**src/rtl/fx_channel_scheduler.sv**
```systemverilog
// Time-shares one mono effect between the left and right channels of a stereo frame.
// Optional dropped-frame counter is enabled with `define FX_DROP_CNT_EN.
module fx_channel_scheduler #(
    parameter int EFFECT_LATENCY = 2,
    parameter int DROP_CNT_W     = 8
) (
    input  logic                  CLK,
    input  logic                  RESET_N,
    input  logic                  frame_valid,
    input  logic [15:0]           left_in,
    input  logic [15:0]           right_in,
    input  logic                  gain_sw,
    input  logic                  bypass_sw,
    output logic [15:0]           fx_input_frame,
    output logic                  fx_gain,
    input  logic [15:0]           fx_output_frame,
    output logic [15:0]           left_out,
    output logic [15:0]           right_out,
    output logic                  out_valid,
    output logic                  busy,
    output logic [DROP_CNT_W-1:0] drop_count,
    output logic [1:0]            state_dbg
);

    localparam logic [1:0] IDLE  = 2'd0;
    localparam logic [1:0] RUN_L = 2'd1;
    localparam logic [1:0] RUN_R = 2'd2;
    localparam logic [1:0] DONE  = 2'd3;

    localparam logic [3:0] LAT = 4'(EFFECT_LATENCY);

    logic [1:0]  state;
    logic [3:0]  cnt;
    logic [15:0] left_lat;
    logic [15:0] right_lat;
    logic [15:0] left_res;
    logic        last;

    // Handshake: frame_valid is a one-cycle strobe with an implied ready of !busy;
    // a strobe that arrives while busy is high is dropped, never queued.
    assign last      = (cnt == LAT);
    assign busy      = (state != IDLE);
    assign out_valid = (state == DONE);
    assign state_dbg = state;

    always_ff @(posedge CLK or negedge RESET_N) begin
        if (!RESET_N) begin
            state     <= IDLE;
            cnt       <= '0;
            left_lat  <= '0;
            right_lat <= '0;
            left_res  <= '0;
            left_out  <= '0;
            right_out <= '0;
            fx_gain   <= 1'b0;
        end else begin
            case (state)
                IDLE: begin
                    if (frame_valid) begin
                        left_lat  <= left_in;
                        right_lat <= right_in;
                        fx_gain   <= gain_sw;
                        cnt       <= '0;
                        // Bypassed frames skip the effect; outputs load on entry to DONE.
                        if (bypass_sw) begin
                            left_out  <= left_in;
                            right_out <= right_in;
                            state     <= DONE;
                        end else begin
                            state <= RUN_L;
                        end
                    end
                end
                RUN_L: begin
                    if (last) begin
                        left_res <= fx_output_frame;
                        cnt      <= '0;
                        state    <= RUN_R;
                    end else begin
                        cnt <= cnt + 4'd1;
                    end
                end
                RUN_R: begin
                    if (last) begin
                        left_out  <= left_res;
                        right_out <= fx_output_frame;
                        cnt       <= '0;
                        state     <= DONE;
                    end else begin
                        cnt <= cnt + 4'd1;
                    end
                end
                default: state <= IDLE;
            endcase
        end
    end

    always_comb begin
        fx_input_frame = '0;
        case (state)
            RUN_L:   fx_input_frame = left_lat;
            RUN_R:   fx_input_frame = right_lat;
            default: fx_input_frame = '0;
        endcase
    end

`ifdef FX_DROP_CNT_EN
    logic [DROP_CNT_W-1:0] drop_q;

    // Saturates so a long overload never wraps back to a small count.
    always_ff @(posedge CLK or negedge RESET_N) begin
        if (!RESET_N) begin
            drop_q <= '0;
        end else if (frame_valid && busy && (drop_q != '1)) begin
            drop_q <= drop_q + DROP_CNT_W'(1);
        end
    end

    assign drop_count = drop_q;
`else
    assign drop_count = '0;
`endif

endmodule
```
**config.mk**
```make
export PLATFORM = sky130hd
export DESIGN_NAME = fx_channel_scheduler
export DESIGN_NICKNAME = d
export VERILOG_FILES = /design/src/rtl/fx_channel_scheduler.sv
export SDC_FILE = /design/constraint.sdc
export NUM_CORES = 1
export LEC_CHECK = 0
export CORE_MARGIN = 4
export CORE_UTILIZATION = 50
export DETAILED_ROUTE_END_ITERATION = 8
export PLACE_DENSITY = 0.81
export RECOVER_POWER = 100
export SKIP_LAST_GASP = 1
export SYNTH_ARGS = -nofsm -noshare
export SYNTH_HDL_FRONTEND = slang
export SYNTH_SLANG_ARGS = --single-unit
```
**constraint.sdc**
```tcl
create_clock -name CLK -period 3.8 [get_ports CLK]
set_clock_uncertainty 0.15 [all_clocks]
set_input_delay 0.57 -clock CLK [delete_from_list [all_inputs] [get_ports CLK]]
set_output_delay 0.57 -clock CLK [all_outputs]
set_load 0.02 [all_outputs]
```
==> metrics.cfg <==
[cts]
htree_levels = 3
cts_root_buf = clkbuf_8
ctsResizeCount = 0
cts-hold-fix-buffers = 0
clock_path_buffers = 2
clk_pin_slew_ps = 90
numCtsBuffers = 9
postCtsSetupBuffers = 0
cts.sinks = 87
insertion_delay_ps = 370
cts_tree = done

[worst_setup_path]
reg2reg_to = state_dbg[1]
critPathMaxStageDelay_ps = 690
critPathCaptureType = output port
worstSetupPathDepth = 5
timing.rr.start = state_dbg[0]
arrival_ps = 2620
crit_fanout = 18
worst_setup_path_start_kind = flop
worstSetupPathType = flop to output port
cp_cell_sequence = inv_1, ha_1, a22oi_1, nor2b_1, dlygate4sd3_1
crit_start = state_dbg[1]
cp_data_required_time_ps = 3080
cpMaxStageDelayCell = dlygate4sd3_1
worst-path-buf-inv = 2
rr_worst_depth = 6
crit_path_end = fx_input_frame[0]
cpLargestDelayFamily = buffers and inverters
rrSetupSlack_ps = 650

[route]
drt_iter0_markers = 273
drc_errors = 0
drt_pass1_iterations = 5
wirelength_mm = 12.2
final_antenna_net_count = 0
wl_per_cell_um = 20.7
viasPerCell = 6.24
vias = 3684

[die]
die-area_um2 = 10900
dieWidth_um = 104
start_util_pct = 52.2
ioPinCount = 114
core_um2 = 8890
core.rowCount = 34
dieHeight_um = 104

[sta]
drv_slew = 105
setup_viol = 0
relSlewSlack_pct = -16.6
fmax_ghz = 0.300
period_needed_ps = 3340
tightest_slew_ps = 1750
setup_slack_ps = 462
rsz0062_at_grt = false
finalSetupTns_ps = 0
hold_violations = 0
post-route-period-util_pct = 87.8

[final_layout]
multiInputGateArea_um2 = 2220
drive_above_1_share_pct = 22.6
fin_cells = 590
finalNetCount = 538
n_antenna_cell = 0
fillers = 718
area_growth_pct = 26.0
regArea_um2 = 2180

[grt]
gr-usage-met3_pct = 4.47
grt.overflow.total = 0
antenna_found_initial = 0
grt.met2_usage_pct = 37.3
grt_pass1_wl_mm = 19.8
busiest_layer = met2
grt_use_total_pct = 22.5
use_met1_pct = 29.8
grt_max_degree = 69
grt_pass1_vias = 3686

[place]
dp.cells = 574
place_congestion = 0.828
hpwl_mm = 8.20
dp_slack_ps = 921
port-buffer-count = 105

[logic_synthesis]
synth_edf_count = 0
synth_area_per_cell_um2 = 11.8
async_flop_share_pct = 100
ys_warn_count = 0
yosysSeqAreaShare_pct = 46.9
ys_ff_latch = 87
ys.flop_type = dfrtp_1
syn-cell-area_um2 = 4640
synthCells = 392
ys_types = 36

[pwr]
ir_worst_vdd_uv = 481
leakagePower_nw = 2.42
p_total_mw = 4.98
powerDensity_nw_per_um2 = 852

[min_path]
hold_depth = 1
hp-start = fx_gain
worstHoldPathType = flop to flop

[job]
maxCapViolations = 2

[status]
status = finished with violations
violations = max-capacitance violations, max-slew violations

-- power by group --
group	switching, mW	total (mW)	internal (mW)	leakage (nW)
Clock	0.333	0.655	0.322	0.103
Sequential	0.302	1.70	1.39	1.05
Combinational	1.29	2.63	1.34	1.27
-- synthesized netlist by cell type (2+ instances only) --
cell / n / share of area, %
buf_4: 10 / 1.6
ha_1: 8 / 2.2
nand2_1: 4 / 0.32
o2111ai_1: 2 / 0.38
nand4_1: 2 / 0.27
nor2_1: 2 / 0.16
nand3_1: 3 / 0.32
o21ai_0: 5 / 0.54
mux2_2: 49 / 12
dfrtp_1: 87 / 47
a21oi_1: 33 / 3.6
a21bo_2: 32 / 6.9
nor2b_1: 17 / 2.3
buf_1: 8 / 0.65
a22oi_1: 16 / 2.6
inv_1: 5 / 0.40
nand4b_1: 32 / 6.0
buf_6: 3 / 0.73
buf_2: 10 / 1.1
clkbuf_1: 16 / 1.3
a221o_1: 32 / 6.9
nand2b_1: 2 / 0.27
-- worst min-delay path by stage --
stage	end	slack, ps
6_report	fx_gain	350
5_1_grt	fx_gain	360
4_1_cts	right_out[11]	190
3_5_place_dp	left_out[7]	340
3_3_place_gp	left_out[6]	330
2_1_floorplan	cnt[0]	120
-- area by class of cell --
| class | instances | share of cell area [%] |
|---|---|---|
| clock inverters | 5 | 0.984 |
| clock buffers | 11 | 2.42 |
| flip-flops and latches | 87 | 37.2 |
| multi-input cells | 259 | 38.0 |
| repair buffers | 114 | 18.7 |
| inverters | 6 | 0.385 |
| well taps | 108 | 2.31 |
-- metrics by stage --
stage | area [µm²] | hold WS (ps) | utilization, %
final | 5850 | 353 | 65.8
after global routing | 5850 | 364 | 65.8
after CTS | 5860 | 194 | 65.9
after detailed placement | 5660 | 344 | 63.7
after global placement | 5660 | 332 | 63.7
after floorplan | 4670 | 124 | -
-- state kept, by name (all words and copies together), names as in the netlist --
register and flops:
right_lat 16, state_dbg 2, fx_gain 1, left_lat 16, left_out 16, left_res 16, cnt 4, right_out 16
-- placed cells by master (no fill, tap or decap), drive strengths merged, types with 2 or more instances in the layout --
master         netlist  layout
a221o               32      32
buf                 31       8
clkinv               1       5
inv                  5       5
nand4                2       2
o21ai                5       5
o2111ai              2       2
nand4b              32      32
nand2                4       4
clkbuf              16      15
conb                 1       8
a22oi               16      16
a21oi               33      33
dlygate4sd3          0      53
ha                   8       8
mux2                50      50
nand3                3       3
a21bo               32      32
nor2b               17      17
clkdlybuf4s50        0      49
nor2                 2       2
dfrtp               87      87
nand2b               2       2
-- routing by layer --
| layer | part of all wire [%] | vias up | wire, µm |
|---|---|---|---|
| met5 | 0 | - | 0 |
| met4 | 2.0 | 0 | 239 |
| met3 | 6.3 | 24 | 775 |
| met2 | 50 | 155 | 6080 |
| met1 | 42 | 1860 | 5130 |
| li1 | - | 1645 | - |
-- logic make-up (layout without fill, tap and decap cells) --
family	count (synthesis)	in the layout	synth area share (%)
simple gates	68	68	10.8
flops	87	87	46.9
buf+inv	53	136	5.85
fa+ha+maj	8	8	2.16
compound gates	124	124	21.8
other cells	1	8	0.0808
mux	51	51	12.4
Note: power is estimated with default switching activity, not from simulation.
